### config.mk
export PLATFORM = sky130hd
export DESIGN_NAME = vga_timing_gen
export DESIGN_NICKNAME = d
export VERILOG_FILES = /design/src/rtl/vga_timing_gen.sv
export SDC_FILE = /design/constraint.sdc
export NUM_CORES = 1
export LEC_CHECK = 0
export BUFFER_PORTS_ARGS = -buffer_cell sky130_fd_sc_hd__buf_2
export CAP_MARGIN = 15
export CELL_PAD_IN_SITES_DETAIL_PLACEMENT = 1
export CELL_PAD_IN_SITES_GLOBAL_PLACEMENT = 1
export CORE_MARGIN = 4
export CORE_UTILIZATION = 40
export CTS_CLUSTER_SIZE = 24
export DETAILED_ROUTE_END_ITERATION = 6
export PLACE_DENSITY_LB_ADDON = 0.1
export SLEW_MARGIN = 20
export SYNTH_ARGS = -nofsm -noshare
export SYNTH_HDL_FRONTEND = slang
export SYNTH_SLANG_ARGS = --single-unit
### constraint.sdc
create_clock -name board_clk -period 2.6 [get_ports board_clk]
set_input_delay 0.26 -clock board_clk [delete_from_list [all_inputs] [get_ports board_clk]]
set_output_delay 0.26 -clock board_clk [all_outputs]
set_load 0.1 [all_outputs]
### src/rtl/vga_timing_gen.sv
// VGA timing generator: advances one pixel per board_clk cycle with my_clk high.
// Outputs are registered from next-state counters; run/stop takes effect only at frame wrap.
module vga_timing_gen #(
    parameter int H_ACTIVE = 640,
    parameter int H_FP     = 16,
    parameter int H_SYNC   = 96,
    parameter int H_BP     = 48,
    parameter int V_ACTIVE = 480,
    parameter int V_FP     = 10,
    parameter int V_SYNC   = 2,
    parameter int V_BP     = 33,
    parameter bit H_POL    = 1'b0,
    parameter bit V_POL    = 1'b0,
    parameter int CW       = 10
) (
    input  logic          board_clk,
    input  logic          rst,
    input  logic          my_clk,
    input  logic          run,
    output logic          hs,
    output logic          vs,
    output logic          de,
    output logic [CW-1:0] currentX,
    output logic [CW-1:0] currentY,
    output logic          line_start,
    output logic          frame_start,
    output logic          busy
);
    localparam int H_TOTAL = H_ACTIVE + H_FP + H_SYNC + H_BP;
    localparam int V_TOTAL = V_ACTIVE + V_FP + V_SYNC + V_BP;

    // Thresholds are one bit wider so a window ending exactly at 2^CW still fits.
    localparam logic [CW:0] H_LAST = (CW+1)'(H_TOTAL - 1);
    localparam logic [CW:0] V_LAST = (CW+1)'(V_TOTAL - 1);
    localparam logic [CW:0] H_ACT  = (CW+1)'(H_ACTIVE);
    localparam logic [CW:0] V_ACT  = (CW+1)'(V_ACTIVE);
    localparam logic [CW:0] HS_BEG = (CW+1)'(H_ACTIVE + H_FP);
    localparam logic [CW:0] HS_END = (CW+1)'(H_ACTIVE + H_FP + H_SYNC);
    localparam logic [CW:0] VS_BEG = (CW+1)'(V_ACTIVE + V_FP);
    localparam logic [CW:0] VS_END = (CW+1)'(V_ACTIVE + V_FP + V_SYNC);

    typedef enum logic [1:0] {IDLE, RUN, DRAIN} state_t;

    state_t        state, state_n;
    logic [CW-1:0] h, v, h_n, v_n;
    logic          h_last, v_last;

    logic          hs_d, vs_d, de_d, ls_d, fs_d, busy_d;
    logic [CW-1:0] x_d, y_d;

    assign h_last = ({1'b0, h} == H_LAST);
    assign v_last = ({1'b0, v} == V_LAST);

    always_ff @(posedge board_clk or posedge rst) begin
        if (rst) begin
            state <= IDLE;
            h     <= '0;
            v     <= '0;
        end else begin
            state <= state_n;
            h     <= h_n;
            v     <= v_n;
        end
    end

    always_comb begin
        state_n = state;
        h_n     = h;
        v_n     = v;
        if (my_clk) begin
            case (state)
                IDLE: begin
                    if (run) begin
                        state_n = RUN;
                        h_n     = '0;
                        v_n     = '0;
                    end
                end
                default: begin
                    if (h_last && v_last) begin
                        h_n     = '0;
                        v_n     = '0;
                        state_n = run ? RUN : IDLE;
                    end else begin
                        if (h_last) begin
                            h_n = '0;
                            v_n = v + CW'(1);
                        end else begin
                            h_n = h + CW'(1);
                        end
                        state_n = run ? RUN : DRAIN;
                    end
                end
            endcase
        end
    end

    // In IDLE the counters are forced to 0, so coordinates fall out as 0 too.
    always_comb begin
        busy_d = (state_n != IDLE);
        hs_d   = (busy_d && {1'b0, h_n} >= HS_BEG && {1'b0, h_n} < HS_END) ? H_POL : ~H_POL;
        vs_d   = (busy_d && {1'b0, v_n} >= VS_BEG && {1'b0, v_n} < VS_END) ? V_POL : ~V_POL;
        de_d   = busy_d && ({1'b0, h_n} < H_ACT) && ({1'b0, v_n} < V_ACT);
        x_d    = ({1'b0, h_n} < H_ACT) ? h_n : CW'(H_ACTIVE - 1);
        y_d    = ({1'b0, v_n} < V_ACT) ? v_n : CW'(V_ACTIVE - 1);
        ls_d   = my_clk && busy_d && (h_n == '0);
        fs_d   = ls_d && (v_n == '0);
    end

    always_ff @(posedge board_clk or posedge rst) begin
        if (rst) begin
            hs          <= ~H_POL;
            vs          <= ~V_POL;
            de          <= 1'b0;
            currentX    <= '0;
            currentY    <= '0;
            line_start  <= 1'b0;
            frame_start <= 1'b0;
            busy        <= 1'b0;
        end else begin
            hs          <= hs_d;
            vs          <= vs_d;
            de          <= de_d;
            currentX    <= x_d;
            currentY    <= y_d;
            line_start  <= ls_d;
            frame_start <= fs_d;
            busy        <= busy_d;
        end
    end
endmodule

==> reports/metrics.cfg <==
[outcome]
status=finished clean

[setup_path]
cpPeakStageDelay_ps=510
cp_max_fo=9
startpoint_type=flop
cp_slowest_cell=or4_4
setup.worst_path.class=flop to flop
end_kind=flop
worstPathRequired_ps=2810
cp_top_family=simple AND/OR/NAND/NOR gates
crit_buf_inv=1
worstPathCellList=ha_1 -> nand4_1 -> buf_6 -> or4_4 -> o41ai_2 -> a22o_2 -> and4_4 -> nor2_2 -> and2_1
arrival_ps=2750

[yosys]
syn-num-nets=233
synth_edf_count=0
synth_seq_cells=48
syn_avg_cell_area_um2=10.4
synthCells=226
ys_warn_count=0
syn_area_um2=2350
async_reset_ff_share_pct=100
ys_seq_area_share_pct=51.2
synth_ff_type=dfrtp_1
yosysUniqueCellTypes=62

[global_route]
grt_pass1_vias=2175
grt_overflow_total=0
grt_use_total_pct=19.3
grt_max_degree=29
antenna_found_initial=0
grt_first_pass_wirelength_mm=11.0

[power]
p_per_area_nw_per_um2=939
switching_power_w=0.00130
clkPwrFrac_pct=17.0
ir_worst_vdd_uv=786
pwr-share-comb_pct=46.7
swShare_pct=48.1
p_leak_nw=1.36
p_seq_share_pct=36.3
p_int_w=0.00140

[finish]
fin_cells=357
area_growth_pct=22.6
multiInputGateArea_um2=1070
antenna_cells=0
final_layout_size_suffix_gt1_share_pct=30.5
fill_cells=676
design_area_um2=2880
nets=291
regArea_um2=1200

[route]
vias_per_cell=5.62
drtIter0Drc=121
wl_met3_um=213
wl_met1_mm=3.04
wl_per_cell_um=17.8
highest_layer=met4
ant_nets=0
wl_met2_mm=2.98
firstDrtPassIters=4
totalWireLength_mm=6.34
via_count=2008
drc=0

[floorplan]
die_w_um=84.7
die-height_um=84.7
io-pin-count=30
core_region_area_um2=5610
die-area_um2=7170
rows=27
start_util_pct=41.9

[sta]
final-hold-violation-count=0
rsz0062_at_grt=yes
layout_setup_ws_ps=69.3
drv_slew=0
setup_viol=0
min_period_ps=2530
finClkSkew_ps=9.44
max_freq_ghz=0.395
hold_ws_ps=228
finalCritPeriodShare_pct=97.3
finalSetupTns_ps=0

[cts]
clock-sinks=48
root_buffer=clkbuf_8
cts_max_level=2
cts_buffers=5
cts_tree=yes
clk_pin_slew_worst_paths_ps=90
clk_path_buf_depth=2
clk_latency_ps=310

[place]
postPlaceCellArea_um2=2760
dp.cells=347
post-place-ws_ps=-17.4
routabilityCongestion=0.871
hpwl_mm=4.68
portBuffers=29

[worst_hold_path]
hp-class=primary input to flop

[job]
drv_cap=0

-- per-layer routing --
layer	GRT usage, %	vias to the layer above
met5	0	-
met4	5.76	0
met3	3.63	8
met2	31.2	33
met1	26.3	1020
li1	-	947
-- per-stage QoR --
stage	total power (W)	utilization (%)
2_1_floorplan	0.00191	-
3_3_place_gp	0.00223	49.2
3_5_place_dp	0.00225	49.2
4_1_cts	0.00272	51.0
5_1_grt	0.00287	51.4
6_report	0.00271	51.4
-- registers in the layout, summed over array words and instances, names as in the netlist --
name / flops
currentX: 10
currentY: 10
h: 10
v: 10
state: 2
busy: 1
de: 1
frame_start: 1
hs: 1
line_start: 1
vs: 1
-- repair_timing --
action,CTS,global route
buffers inserted,0,1
hold buffers,1,0
setup endpoints to repair,1,6
pin swaps,1,2
endpoints found under the hold margin,20,0
resized for setup,1,2
-- logic make-up (layout without fill, tap and decap cells) --
logic type / Yosys count / in the layout / share of synthesized area, %
AO/OA/AOI/OAI: 37 / 37 / 13.0
XOR/XNOR: 1 / 1 / 0.373
adder cells (fa/ha/maj): 3 / 3 / 1.60
buffers and inverters: 22 / 81 / 4.10
flip-flops: 48 / 48 / 51.2
multiplexers: 4 / 4 / 1.76
other: 1 / 1 / 0.160
AND/OR/NAND/NOR: 110 / 110 / 27.8
-- synthesized netlist by cell type, types with 5 or more instances --
library cell	n	share of area (%)
dfrtp_1	46	49
inv_1	11	1.8
nand2_1	24	3.8
nand2b_1	11	2.9
nand3_1	15	3.2
nand4_1	8	2.1
nor2_1	6	0.96
nor4_1	5	1.3
o21ai_1	5	1.1
or3_1	5	1.3
-- power groups by stage --
stage	clock, W	combinational [W]	sequential [W]
after detailed placement	0	0.00125	0.00100
final	0.000459	0.00126	0.000983
after CTS	0.000475	0.00126	0.000986
after global placement	0	0.00123	0.000993
after global routing	0.000504	0.00136	0.00101
after floorplan	0	0.000357	0.00156
-- area by class of cell --
cell class,count,area share (%)
clock buffer,5,2.39
clock inverter,3,0.738
tap,72,3.13
sequential,48,41.8
timing repair buffer,60,13.3
inverter,13,1.69
multi-input combinational,156,37.0
-- placed cells by master (no fill, tap or decap), drive strengths merged, types with 2 or more instances in the layout --
master | synthesis | routed
nor3 | 6 | 6
clkbuf | 4 | 5
inv | 13 | 14
o22ai | 2 | 2
mux2i | 3 | 3
buf | 5 | 59
o311a | 2 | 2
a22oi | 2 | 2
a22o | 4 | 4
ha | 3 | 3
dfstp | 2 | 2
nand2 | 24 | 24
nand2b | 11 | 11
nand3 | 17 | 17
o41ai | 2 | 2
a21oi | 2 | 2
or2 | 3 | 3
a21o | 2 | 2
and4 | 4 | 4
nand4 | 8 | 8
o21a | 2 | 2
and3 | 3 | 3
or4 | 5 | 5
nor2 | 7 | 7
or3 | 6 | 6
nand4b | 4 | 4
o21ai | 7 | 7
and2 | 2 | 2
dfrtp | 46 | 46
o31ai | 3 | 3
nor4 | 5 | 5
-- path summary, 6_finish.rpt --
| check | startpoint | to | slack [ps] | cells past startpoint |
|---|---|---|---|---|
| setup / recovery | h[1] | currentY[5] | 70 | 9 |
| hold / removal | run | state[1] | 230 | 2 |
| setup reg to reg | h[1] | currentY[5] | 70 | 9 |
| hold reg to reg | h[9] | currentX[9] | 620 | 2 |
| max in group asynchronous | rst | hs | 1350 | 4 |
| min in group asynchronous | rst | v[8] | 500 | 3 |
Power figures use the tool's default switching activity.
